--- src/rtl/haz_pkg.sv ---
// Shared encodings for the pipeline hazard controller: FSM states and
// forwarding-select values driven onto the ID-stage operand muxes.
package haz_pkg;

    typedef enum logic {
        RUN    = 1'b0,
        MDWAIT = 1'b1
    } haz_state_e;

    localparam logic [1:0] FWD_RF  = 2'b00;
    localparam logic [1:0] FWD_EX  = 2'b01;
    localparam logic [1:0] FWD_MEM = 2'b10;

endpackage

--- src/rtl/pipe_hazard_ctrl_fwd_sel.sv ---
// Forwarding select for one ID source operand: EX result beats MEM result,
// loads in EX cannot forward yet, and register 0 is never forwarded.
module fwd_sel
    import haz_pkg::*;
#(
    parameter int RAW = 5
) (
    input  logic [RAW-1:0] src_Reg_i,
    input  logic [RAW-1:0] ex_Rd_i,
    input  logic           ex_Wreg_i,
    input  logic           ex_Reg2reg_i,
    input  logic [RAW-1:0] mem_Rd_i,
    input  logic           mem_Wreg_i,
    output logic [1:0]     sel_o
);

    always_comb begin
        sel_o = FWD_RF;
        if (ex_Wreg_i && !ex_Reg2reg_i && (ex_Rd_i != '0) && (ex_Rd_i == src_Reg_i)) begin
            sel_o = FWD_EX;
        end else if (mem_Wreg_i && (mem_Rd_i != '0) && (mem_Rd_i == src_Reg_i)) begin
            sel_o = FWD_MEM;
        end
    end

endmodule

--- src/rtl/pipe_hazard_ctrl.sv ---
// Pipeline hazard controller: load-use stall, taken-branch flush, mul/div hold
// and ID-stage forwarding. Define HAZ_PERF_CNT_EN to add stall/flush counters.
module pipe_hazard_ctrl
    import haz_pkg::*;
#(
    parameter int MD_LAT = 4,
    parameter int RAW    = 5
) (
    input  logic           Clk,
    input  logic           Rst,
    input  logic [RAW-1:0] id_Rs,
    input  logic [RAW-1:0] id_Rt,
    input  logic           id_UseRs,
    input  logic           id_UseRt,
    input  logic           id_MdStart,
    input  logic           id_Taken,
    input  logic [RAW-1:0] ex_Rd,
    input  logic           ex_Wreg,
    input  logic           ex_Reg2reg,
    input  logic [RAW-1:0] mem_Rd,
    input  logic           mem_Wreg,
    output logic           PcEn,
    output logic           IfidEn,
    output logic           IfidClr,
    output logic           IdexEn,
    output logic           IdexClr,
    output logic [1:0]     FwdA,
    output logic [1:0]     FwdB,
    output logic           md_Done,
    output logic           Busy
`ifdef HAZ_PERF_CNT_EN
    ,
    output logic [31:0]    StallCnt,
    output logic [31:0]    FlushCnt
`endif
);

    localparam int CNT_W = (MD_LAT > 1) ? $clog2(MD_LAT) : 1;

    haz_state_e       state_q, state_d;
    logic [CNT_W-1:0] cnt_q, cnt_d;
    logic             loadUse;
    logic [1:0]       fwdSelA, fwdSelB;

    fwd_sel #(.RAW(RAW)) u_fwd_a (
        .src_Reg_i    (id_Rs),
        .ex_Rd_i      (ex_Rd),
        .ex_Wreg_i    (ex_Wreg),
        .ex_Reg2reg_i (ex_Reg2reg),
        .mem_Rd_i     (mem_Rd),
        .mem_Wreg_i   (mem_Wreg),
        .sel_o        (fwdSelA)
    );

    fwd_sel #(.RAW(RAW)) u_fwd_b (
        .src_Reg_i    (id_Rt),
        .ex_Rd_i      (ex_Rd),
        .ex_Wreg_i    (ex_Wreg),
        .ex_Reg2reg_i (ex_Reg2reg),
        .mem_Rd_i     (mem_Rd),
        .mem_Wreg_i   (mem_Wreg),
        .sel_o        (fwdSelB)
    );

    // A load in EX cannot forward, so a dependent ID instruction must wait one cycle.
    assign loadUse = ex_Wreg && ex_Reg2reg && (ex_Rd != '0) &&
                     ((id_UseRs && (ex_Rd == id_Rs)) || (id_UseRt && (ex_Rd == id_Rt)));

    always_ff @(posedge Clk) begin
        if (Rst) begin
            state_q <= RUN;
            cnt_q   <= '0;
        end else begin
            state_q <= state_d;
            cnt_q   <= cnt_d;
        end
    end

    always_comb begin
        state_d = state_q;
        cnt_d   = cnt_q;
        PcEn    = 1'b1;
        IfidEn  = 1'b1;
        IdexEn  = 1'b1;
        IfidClr = 1'b0;
        IdexClr = 1'b0;
        md_Done = 1'b0;
        Busy    = 1'b0;
        FwdA    = fwdSelA;
        FwdB    = fwdSelB;
        if (Rst) begin
            state_d = RUN;
            cnt_d   = '0;
            PcEn    = 1'b0;
            IfidEn  = 1'b0;
            IdexEn  = 1'b0;
            IfidClr = 1'b1;
            IdexClr = 1'b1;
            FwdA    = FWD_RF;
            FwdB    = FWD_RF;
        end else begin
            case (state_q)
                RUN: begin
                    if (loadUse) begin
                        PcEn    = 1'b0;
                        IfidEn  = 1'b0;
                        IdexClr = 1'b1;
                    end else begin
                        IfidClr = id_Taken;
                        if (id_MdStart) begin
                            cnt_d   = CNT_W'(MD_LAT - 1);
                            state_d = MDWAIT;
                        end
                    end
                end
                MDWAIT: begin
                    PcEn   = 1'b0;
                    IfidEn = 1'b0;
                    IdexEn = 1'b0;
                    Busy   = 1'b1;
                    if (cnt_q != '0) begin
                        cnt_d = cnt_q - CNT_W'(1);
                    end else begin
                        md_Done = 1'b1;
                        state_d = RUN;
                    end
                end
                default: state_d = RUN;
            endcase
        end
    end

`ifdef HAZ_PERF_CNT_EN
    logic [31:0] stallCnt_q, flushCnt_q;

    always_ff @(posedge Clk) begin
        if (Rst) begin
            stallCnt_q <= '0;
            flushCnt_q <= '0;
        end else begin
            if (!PcEn) stallCnt_q <= stallCnt_q + 32'd1;
            if (IfidClr) flushCnt_q <= flushCnt_q + 32'd1;
        end
    end

    assign StallCnt = stallCnt_q;
    assign FlushCnt = flushCnt_q;
`endif

endmodule

--- config.mk ---
export PLATFORM = sky130hd
export DESIGN_NAME = pipe_hazard_ctrl
export DESIGN_NICKNAME = d
export VERILOG_FILES = /design/src/rtl/haz_pkg.sv /design/src/rtl/pipe_hazard_ctrl_fwd_sel.sv /design/src/rtl/pipe_hazard_ctrl.sv
export SDC_FILE = /design/constraint.sdc
export NUM_CORES = 1
export LEC_CHECK = 0
export BUFFER_PORTS_ARGS = -buffer_cell sky130_fd_sc_hd__buf_2
export CORE_AREA = 4 4 41 43
export DETAILED_ROUTE_END_ITERATION = 6
export DIE_AREA = 0 0 45 47
export GPL_TIMING_DRIVEN = 0
export PLACE_DENSITY = 0.78
export SYNTH_ARGS = -nofsm -noshare
export SYNTH_HDL_FRONTEND = slang
export SYNTH_SLANG_ARGS = --single-unit
--- constraint.sdc ---
create_clock -name Clk -period 2.85 [get_ports Clk]
set_clock_uncertainty 0.15 [all_clocks]
set_input_delay 0.1425 -clock Clk [delete_from_list [all_inputs] [get_ports Clk]]
set_output_delay 0.1425 -clock Clk [all_outputs]
set_load 0.01 [all_outputs]
==> results.txt <==
Initial antenna violation count - 0
Initial Util - 38.8%
CTS tree - done
Initial DRC Count - 5
Dpl cell area - 719 um^2
Die Wd - 45 um
DRC errors left - 0
Tot GR Track Use - 15.5%
Cells after Synth - 68
CTS root buf - clkbuf_4
DR WL/cell - 12.1 um
R2r worst-path depth - 6
Register Area - 60.1 um^2
Die area - 2120 um^2
Post-synthesis compound-gate area fraction - 15.3%
Core box area - 1300 um^2
Final instance area - 746 um^2
RSZ-0062 raised after global routing - false
Die H - 47 um
Port bufs - 39
Maximum capacitance violations - 0
Via-per-instance ratio - 4.85
Slew @ Worst Pin - 419 ps
Synth warnings - 0
Final Hold Vio Count - 0
Insertion delay to the later sink of the worst-skew pair - 240 ps
Clk sinks - 3
Largest net degree at the start of global routing - 11
Area Overhead vs Synth - 47.5%
# fillers - 143
Fraction of layout cells with a size suffix above 1 - 42.3%
Hold Path Cell Cnt - 3
Post-synthesis simple-gate area fraction - 28.7%
CTS H-Tree Depth - 1
WS Path Type - input port to primary output
Syn Std Cell Area - 505 um^2
VDD IR max - 0.000292 V
Top_reg_cell synth - dfxtp_1
Worst EP required - 2560 ps
Setup TNS - 0 ps
Final nets - 142
Most instantiated library cell after synthesis - xor2_1
Hold-fix buffers at CTS - 0
Yosys reg bits - 3
Mux contribution to synthesized area - 0%
First-pass GRT wire length - 2380 um
Mapped Nets - 98
TritonCTS Buffers - 3
Post-synth EDFFs - 0
CP Data Arrival Time - 1580 ps
Post-CTS setup repair buffer count - 0
Largest family of logic cells by synthesized area - XOR/XNOR gates
N_diodes - 0
Synth area leader - xor2_1
Total Power - 0.243 mW
Synth area leaders - xor2_1, dfxtp_1, xnor2_1, nor2_1, nand3_1
Post-Synth Adder-Cell Area - 2.48%
Yosys cell types - 26
Min Tclk post-route - 1870 ps
CTS Buffer Depth - 2
Mean Syn Cell Area - 7.43 um^2
Sequential-to-total area share from yosys stat - 11.9%
DP Wirelength - 1350 um
Cts repair resizes - 0
Yosys top cell area share - 27.7%
Crit-path max FO - 6
Number of routed nets with antenna violations - 0
Final GP Congestion - 0.778
Status - completed
Final setup viols - 0
Hold crit path type - input port to register
Multi-input gate area - 419 um^2
Number of global-route vias before repair - 600
Tcrit/Tclk final - 65.7%
Pwr Density - 326 nW/um^2
Via count - 611
Max-slew violation count - 0
Worst-path clk slew - 40 ps
Total gr overflow - 0
Peak Freq - 534 MHz
Leak pwr - 0.388 nW
Critical Path Sink Type - primary output
Slew headroom - 72.0%
TritonRoute pass-1 iters - 4
FFs w/ async S/R, synth - 0%
IO Pins - 40
Synth top cells by count - xor2_1, nor2_1, xnor2_1, inv_1, nand3_1
Post-Route WL - 1530 um
CP startpoint kind - input port
Core Rows - 13
Post-Synth XOR/XNOR Area - 36.4%
## stage by stage
step	hold slack [ps]	util, %	worst slack, ps	instances
6_report	50.7	57.3	979	126
5_1_grt	66.2	57.3	887	126
4_1_cts	48.1	57.3	978	126
3_5_place_dp	293	55.3	978	122
3_3_place_gp	286	55.3	1010	122
2_1_floorplan	179	-	1140	68
## layout make-up
cell class,count,area share (%)
inverters,4,2.01
well taps,15,2.52
flip-flops and latches,3,8.05
repair buffers,39,26.2
clock buffers,4,3.52
plain buffers,2,1.51
multi-input cells,59,56.2
## power by group
part | switching [mW] | internal (mW) | leakage [nW]
logic | 0.0588 | 0.0547 | 0.348
registers | 0.00445 | 0.0502 | 0.0251
clock network | 0.0226 | 0.0525 | 0.0150
## worst max-delay path, cell delays in order
cell      delay [ps]
buf_2            120
xor2_1           160
nor3_1           240
nand3_1          130
a211oi_2         400
nor3_1           110
buf_4            150
buf_2            130
## sequential cells by signal, summed over array words and instances (netlist names)
name / count
state_q: 1
cnt_q: 2
## layer usage
| layer | wire length, um | share of wire, % | track usage [%] |
|---|---|---|---|
| met5 | 0 | 0 | 0 |
| met4 | 0 | 0 | 3.51 |
| met3 | 102 | 6.7 | 4.60 |
| met2 | 763 | 50 | 27.1 |
| met1 | 659 | 43 | 18.6 |
## worst paths after layout
| path | slack [ps] | from | endpoint |
|---|---|---|---|
| max | 980 | ex_Rd[3] | PcEn |
| min | 50 | id_MdStart | state_q |
| max reg2reg | 1520 | cnt_q[0] | cnt_q[1] |
| min reg2reg | 410 | cnt_q[1] | cnt_q[1] |
## logic make-up (layout without fill, tap and decap cells)
logic type                 Yosys count  in the layout
xor gates and xnor gates            21             21
buffers and inverters                6             49
and+or+nand+nor                     26             26
DFF                                  3              3
adders and majority gates            1              1
AOI/OAI and AO/OA                   11             11
## cell usage in the layout (no fill, tap or decap), drive strengths merged
master   n
buf     40
xor2    16
nor2     6
xnor2    5
clkbuf   5
inv      4
nand3    4
nand2    3
dfxtp    3
nor3     3
and2     3
o21ai    3
or4      2
and3b    2
nor4     2
a21oi    2
o22ai    2
a211oi   1
a21o     1
o21bai   1
nor2b    1
o32ai    1
ha       1
No activity file was read; power rests on OpenSTA's default activity.
